===== config.mk =====
export PLATFORM = sky130hd
export DESIGN_NAME = enemy_hit
export DESIGN_NICKNAME = d
export VERILOG_FILES = /design/src/rtl/game_pkg.sv /design/src/rtl/hitbox_cmp.sv /design/src/rtl/enemy_hit.sv
export SDC_FILE = /design/constraint.sdc
export NUM_CORES = 1
export LEC_CHECK = 0
export CORE_ASPECT_RATIO = 0.8
export CORE_MARGIN = 3
export CORE_UTILIZATION = 45
export CTS_CLUSTER_DIAMETER = 200
export DETAILED_ROUTE_END_ITERATION = 7
export PLACE_DENSITY_LB_ADDON = 0.05
export SLEW_MARGIN = 0
export SYNTH_ARGS = -nofsm -noshare
export SYNTH_HDL_FRONTEND = slang
export SYNTH_SLANG_ARGS = --single-unit

===== constraint.sdc =====
create_clock -name clk -period 5.2 [get_ports clk]
set_input_delay 1.04 -clock clk [delete_from_list [all_inputs] [get_ports clk]]
set_output_delay 1.04 -clock clk [all_outputs]
set_load 0.05 [all_outputs]

===== src/rtl/game_pkg.sv =====
// rtl/game_pkg.sv - shared game encodings: weapon states, stage codes, enemy FSM states, damage table
package game_pkg;

    typedef enum logic [3:0] {
        WOODEN_0 = 4'h0, WOODEN_1 = 4'h1, WOODEN_2 = 4'h2, WOODEN_3 = 4'h3,
        BASYS_0  = 4'h4, BASYS_1  = 4'h5, BASYS_2  = 4'h6, BASYS_3  = 4'h7,
        CAR_0    = 4'h8, CAR_1    = 4'h9, CAR_2    = 4'hA, CAR_3    = 4'hB,
        EMPTY    = 4'hF
    } weapon_state_t;

    localparam logic [3:0] STAGE_TITLE = 4'h0;
    localparam logic [3:0] STAGE_END   = 4'hF;

    typedef enum logic [1:0] {
        E_IDLE  = 2'd0,
        E_ALIVE = 2'd1,
        E_HURT  = 2'd2,
        E_DYING = 2'd3
    } enemy_state_t;

    localparam logic [3:0] DMG_NONE   = 4'd0;
    localparam logic [3:0] DMG_WOODEN = 4'd1;
    localparam logic [3:0] DMG_BASYS  = 4'd2;
    localparam logic [3:0] DMG_CAR    = 4'd3;

    function automatic logic [3:0] weapon_damage(input logic [3:0] ws);
        if (ws <= CAR_3) begin
            if (ws <= WOODEN_3)
                return DMG_WOODEN;
            else if (ws <= BASYS_3)
                return DMG_BASYS;
            else
                return DMG_CAR;
        end
        return DMG_NONE;
    endfunction

endpackage


===== src/rtl/hitbox_cmp.sv =====
// rtl/hitbox_cmp.sv - combinational square-window overlap test between two 10-bit positions
module hitbox_cmp #(
    parameter int HIT_RANGE = 16
) (
    input  logic [9:0] a_h,
    input  logic [9:0] a_v,
    input  logic [9:0] b_h,
    input  logic [9:0] b_v,
    output logic       overlap
);

    logic signed [10:0] diff_h;
    logic signed [10:0] diff_v;
    logic        [10:0] dist_h;
    logic        [10:0] dist_v;

    // Zero-extended 11-bit difference spans -1023..1023, so it never wraps.
    assign diff_h = $signed({1'b0, a_h}) - $signed({1'b0, b_h});
    assign diff_v = $signed({1'b0, a_v}) - $signed({1'b0, b_v});
    assign dist_h = diff_h[10] ? 11'(-diff_h) : 11'(diff_h);
    assign dist_v = diff_v[10] ? 11'(-diff_v) : 11'(diff_v);

    assign overlap = (dist_h < 11'(HIT_RANGE)) && (dist_v < 11'(HIT_RANGE));

endmodule


===== src/rtl/enemy_hit.sv =====
// rtl/enemy_hit.sv - per-enemy health tracker with hurt window, dying sequence and hit/kill pulses
module enemy_hit
    import game_pkg::*;
#(
    parameter int MAX_HP      = 4,
    parameter int HIT_RANGE   = 16,
    parameter int IFRAMES     = 8,
    parameter int DYING_TICKS = 4
) (
    input  logic       clk,
    input  logic       rst,
    input  logic [3:0] stage,
    input  logic       tick,
    input  logic       spawn,
    input  logic [3:0] w_state,
    input  logic [9:0] w_pos_h,
    input  logic [9:0] w_pos_v,
    input  logic [9:0] e_pos_h,
    input  logic [9:0] e_pos_v,
    output logic [3:0] e_hp,
    output logic       e_alive,
    output logic       e_flash,
    output logic       e_dying,
    output logic       e_hit,
    output logic       e_kill
);

    localparam int CNT_MAX = (IFRAMES > DYING_TICKS) ? IFRAMES : DYING_TICKS;
    localparam int CNT_W   = $clog2(CNT_MAX + 1);

    enemy_state_t     state;
    logic [CNT_W-1:0] cnt;
    logic [3:0]       damage;
    logic             overlap;
    logic             stage_gate;
    logic             strike;

    hitbox_cmp #(
        .HIT_RANGE(HIT_RANGE)
    ) u_hitbox (
        .a_h    (w_pos_h),
        .a_v    (w_pos_v),
        .b_h    (e_pos_h),
        .b_v    (e_pos_v),
        .overlap(overlap)
    );

    assign damage     = weapon_damage(w_state);
    assign stage_gate = (stage == STAGE_TITLE) || (stage == STAGE_END);
    assign strike     = (state == E_ALIVE) && (damage != DMG_NONE) && overlap;

    // Gate and reset share the same clear so a gate never produces a kill pulse.
    always_ff @(posedge clk) begin
        if (rst || stage_gate) begin
            state   <= E_IDLE;
            e_hp    <= 4'd0;
            cnt     <= '0;
            e_alive <= 1'b0;
            e_flash <= 1'b0;
            e_dying <= 1'b0;
            e_hit   <= 1'b0;
            e_kill  <= 1'b0;
        end else begin
            e_hit  <= 1'b0;
            e_kill <= 1'b0;
            case (state)
                E_IDLE: begin
                    if (spawn) begin
                        state   <= E_ALIVE;
                        e_hp    <= 4'(MAX_HP);
                        e_alive <= 1'b1;
                    end
                end
                E_ALIVE: begin
                    // A same-cycle tick is irrelevant here: the counter loads its full value.
                    if (strike) begin
                        e_hit <= 1'b1;
                        if (damage < e_hp) begin
                            state   <= E_HURT;
                            e_hp    <= e_hp - damage;
                            cnt     <= CNT_W'(IFRAMES);
                            e_flash <= 1'b1;
                        end else begin
                            state   <= E_DYING;
                            e_hp    <= 4'd0;
                            cnt     <= CNT_W'(DYING_TICKS);
                            e_alive <= 1'b0;
                            e_dying <= 1'b1;
                            e_kill  <= 1'b1;
                        end
                    end
                end
                E_HURT: begin
                    if (tick) begin
                        if (cnt == CNT_W'(1)) begin
                            state   <= E_ALIVE;
                            cnt     <= '0;
                            e_flash <= 1'b0;
                        end else begin
                            cnt <= cnt - CNT_W'(1);
                        end
                    end
                end
                E_DYING: begin
                    if (tick) begin
                        if (cnt == CNT_W'(1)) begin
                            state   <= E_IDLE;
                            cnt     <= '0;
                            e_dying <= 1'b0;
                        end else begin
                            cnt <= cnt - CNT_W'(1);
                        end
                    end
                end
                default: state <= E_IDLE;
            endcase
        end
    end

endmodule

After elaboration in Yosys (flattened, before gate mapping). Cells that the tools add are included.

Bits of input ports: 52. Logic and storage cells: 95. Output and inout bits: 9. Flip-flop bits (word level): 15.

Bitwise operators: 2. Add/sub/neg operators: 6. Reduce and logical (&&, ||, !) cells: 21. Eq/ne operators: 14. Order comparisons: 6. Muxes and demuxes: 38.

Operator list (number): $mux 4 (9); $lt 11x5->1 const B (2); $mux 11 (2); $neg 11->11 (2); $sub 10x10->11 (2); $pmux 4 s2 (2); $mux 1 (14); $mux 2 (7); $ne 2x2->1 const B (7); $reduce_and 5->1 (2); $pmux 2 s4 (1); $reduce_bool 2->1 (4); $pmux 1 s2 (3); $reduce_and 3->1 (2); $reduce_and 6->1 (1); $eq 2x2->1 const B (2); $eq 4x1->1 const B (1); $eq 4x4->1 const B (1); $le 4x2->1 const B (1); $le 4x3->1 const B (1); $le 4x4->1 const B (1); $logic_not 4->1 (1); $lt 4x4->1 (1); $ne 2x1->1 const B (2); 11 further kinds (16).

Logic depth before layout (Yosys ltp).
Depth in word-level cells: 10. Gate-level depth with buffers: 14.

By module. From an unflattened synthesis, not the netlist that was laid out.

Cell total of the unflattened synthesis: 314. Area total of the unflattened synthesis: 2377.3 µm².

Modules (own cells, without submodules): hitbox_cmp (sequential area each 0.0 µm², cells each 217, area an instance 1511.4 µm², times used 1); enemy_hit (sequential area each 300.3 µm², cells each 97, area an instance 865.8 µm², times used 1).

Least setup slack after synthesis. No wires, ideal clock.

Path type: in2reg. Start: in w_pos_v[0]. End: reg e_hp[3]. Path slack: 1.020 ns. Stages on the path: 13. Arrival: 4.110 ns. Cells stage by stage: inv_1 > ha_1 > inv_1 > fa_1 > a21o_1 > a221oi_4 > o211ai_1 > or4_1 > and2_4 > nor4_4 > a21oi_2 > or4b_1 > a21oi_1.

Longest elaborated chain between the ends: 8.

Ends and longest elaborated chain: start: declaration (RTL line enemy_hit.sv:17) `input logic [9:0] w_pos_v,`; $sub 10x10->11 (*) (RTL line hitbox_cmp.sv:19) `assign diff_v = $signed({1'b0, a_v}) - $signed({1'b0, b_v});`; $neg 11->11 (RTL line hitbox_cmp.sv:21) `assign dist_v = diff_v[10] ? 11'(-diff_v) : 11'(diff_v);`; $mux 11 (*) (RTL line hitbox_cmp.sv:21); $lt 11x5->1 (*) (RTL line hitbox_cmp.sv:23) `assign overlap = (dist_h < 11'(HIT_RANGE)) && (dist_v < 11'(HIT_RANGE));`; $logic_and 1x1->1 (*) (RTL line hitbox_cmp.sv:23); $logic_and 1x1->1 (*) (RTL line enemy_hit.sv:50) `assign strike = (state == E_ALIVE) && (damage != DMG_NONE) && overlap;`; $ne 2x2->1 (no source line) (*); $reduce_and 3->1 (no source line) (*); end signal: assignment (RTL line enemy_hit.sv:70) `e_hp <= 4'(MAX_HP);`; end signal: assignment (RTL line enemy_hit.sv:80) `e_hp <= e_hp - damage;`; end: declaration (RTL line enemy_hit.sv:20) `output logic [3:0] e_hp,`.

Every way passes the cells marked *; elsewhere a longest branch is shown, timed or not. A chain may end at the register's enable or synchronous reset.

Worst setup path in the final report. Same ends and word-level chain as after synthesis.

==> impl_metrics.yaml <==
status:
  status: "finished, final reports clean"
layout:
  nFillCells: 487
  layout-drive-gt1-share_pct: 4.55
  seqCellArea_um2: 300
  diodes: 0
  finish.utilization_pct: 60.5
  nets: 456
  fin_area_um2: 3070
  area_growth_pct: 28.6
  multi_input_area_um2: 1920
  stdcell_count: 436
floorplanning:
  die_w_um: 87.4
  design.core.area_um2: 5060
  io_pins: 61
  start_util_pct: 47.1
  placement_rows: 23
  die_area_um2: 6210
  fp.dieH_um: 71.1
synth:
  syn_area_um2: 2380
  async_reset_ff_share_pct: 0
  ys_seq_area_share_pct: 12.6
  yosysWarnings: 0
  synth_edf_count: 0
  yosysTopAreaCellShare_pct: 13.6
  synth.avg_cell_area_um2: 7.45
  syn_inst: 320
  yosys.cell_types.count: 66
  synth_top_flop_cell: "dfxtp_1"
  synthesis.nets: 401
  synth_top_area_cell: "ha_1"
  synth_most_common_cell: "inv_1"
  synth_commonest_cells: "37 x inv_1, 26 x ha_1, 26 x nor2_1, 23 x a21oi_1, 17 x nand2_1"
  ys_ff_latch: 15
  yosys-top-cells-area: "ha_1 14%, dfxtp_1 13%, inv_1 5.8%"
sta:
  rsz0062_at_grt: "no"
  fmax_mhz: 213
  fin_crit_sh_pct: 90.2
  hold_viol: 0
  final_max_slew_viol_count: 0
  setup_viol: 0
  setup_tns_ns: 0
  period_needed_ns: 4.69
  worst_pin_slew_ns: 0.624
  slew_headroom_pct: 58.1
  clock_skew_ns: 0.00411
  setup_ws_ns: 0.510
worst_setup_path:
  required_ns: 5.38
  crit_fanout: 7
  worst_path_most_repeated_cell: "inv_1"
  cp_slowest_cell: "or4b_1"
  path_cells: "clkdlybuf4s50_1 > inv_1 > ha_1 > inv_1 > fa_1 > a21o_1 > a221oi_4 > o211ai_1 > a2111oi_0 > a32oi_1 > nand4bb_1 > nor4_4 > a21oi_2 > or4b_1 > a21oi_1"
  cp-end-kind: "flop"
  path_buf_inv: 3
  critPathKind: "in2reg"
  arrival_ns: 4.87
  slowest_delay_ns: 0.53
  critPathTopFamily: "compound AO/OA/AOI/OAI gates"
  startpoint_type: "input port"
clocking:
  post-cts-setup-buffers: 0
  htreeDepth: 1
  cts_tree: "yes"
  worstSkewPairLatency_ns: 0.25
  cts.root.buffer_cell: "clkbuf_8"
  clk_path_buf_depth: 2
  clock-sinks: 15
  numCtsBuffers: 3
  cts_resized: 0
  clkTransAtPathRegs_ns: 0.06
  holdBufCountCts: 0
global_route:
  grt_usage_pct: 17.0
  first_global_vias: 2090
  grt_max_degree: 15
  grt_use_met2_pct: 26.8
  antenna_found_initial: 0
  globalRoute.busiestLayer: "met2"
  grt_use_met1_pct: 25.2
  met3_usage_pct: 3.03
  grt_pass1_wl_um: 9080
  grt_overflow: 0
place:
  gp_congestion: 0.817
  place_ws_ns: 0.253
  dp_cells: 432
  place_hpwl_um: 4460
  dpl_cell_area_um2: 3020
  port_buffers: 58
power_and_ir_drop:
  power_density_nw_per_um2: 162
  ir_drop_mv: 0.0729
  p_leak_nw: 1.23
routing:
  drt_iter0_markers: 101
  vias: 2469
  finalWirelength_um: 5470
  drt_first_pass_iters: 4
  drcViolationCount: 0
  vias_per_cell: 5.66
  routedWlPerCell_um: 12.6
  ant_nets: 0
run:
  max_cap_viol_count: 0
min_path:
  hp-class: "reg2reg"
## layer usage
layer	vias to the layer above	share of wire [%]
li1	1303	-
met1	1106	52
met2	57	42
met3	3	5.5
met4	0	0.15
met5	-	0
## path summary, 6_finish.rpt
kind	startpoint	to	slack [ns]	cells after the start
worst max-delay path	w_pos_v[0]	e_hp[3]	0.51	15
worst min-delay path	e_hp[0]	e_hp[0]	0.47	2
worst min register to register	e_hp[0]	e_hp[0]	0.47	2
worst max register to register	state[0]	e_kill	2.66	6
## through the flow
step / power, mW / hold WS (ns)
5_1_grt: 0.536 / 0.488
6_report: 0.498 / 0.471
3_5_place_dp: 0.401 / 0.466
4_1_cts: 0.498 / 0.473
2_1_floorplan: 0.319 / 0.445
3_3_place_gp: 0.397 / 0.459
## layout by cell type (no fill, tap or decap), drive strengths merged, types with 4 or more instances in the layout
cell,count
xor2,5
nand3b,4
a311oi,4
inv,37
and3,5
o21ai,12
a211oi,5
nand4,4
o211ai,5
a31oi,4
a21o,9
nand3,11
or3,5
nor3,7
nand2,17
dfxtp,15
and2,5
nor2,26
nor2b,7
o21a,4
a21oi,24
mux2i,4
ha,26
clkdlybuf4s50,58
nand2b,7
## worst min-delay path: cells and delay by family (launching register included)
| kind | cells | cell delay, ns |
|---|---|---|
| AND/OR/NAND/NOR | 1 | 0.05 |
| AO/OA/AOI/OAI | 1 | 0.05 |
| flip-flops | 1 | 0.32 |
## where the power goes
part           leakage, nW  internal, mW  switching, mW
logic                 1.09         0.131          0.148
clock network       0.0255        0.0532         0.0439
registers            0.122         0.118        0.00386
## registers in the layout (all words and copies together) (netlist names)
register,count
e_hp,4
e_flash,1
state,2
e_hit,1
e_dying,1
cnt,4
e_alive,1
e_kill,1
## cells by family after synthesis
| group | synth area share (%) |
|---|---|
| AOI/OAI and AO/OA | 30.9 |
| xor gates and xnor gates | 2.94 |
| adders and majority gates | 16.2 |
| buffers and inverters | 7.40 |
| DFF | 12.6 |
| muxes | 2.15 |
| and+or+nand+nor | 27.9 |
## final cells by class
class                   count  share of cell area (%)
clock inverters             1                   0.163
multi-input cells         259                    62.5
repair buffers             59                    19.2
well taps                  62                    2.53
clock buffers               3                    1.35
inverters                  37                    4.53
flip-flops and latches     15                    9.79
Note: power is estimated with default switching activity, not from simulation.
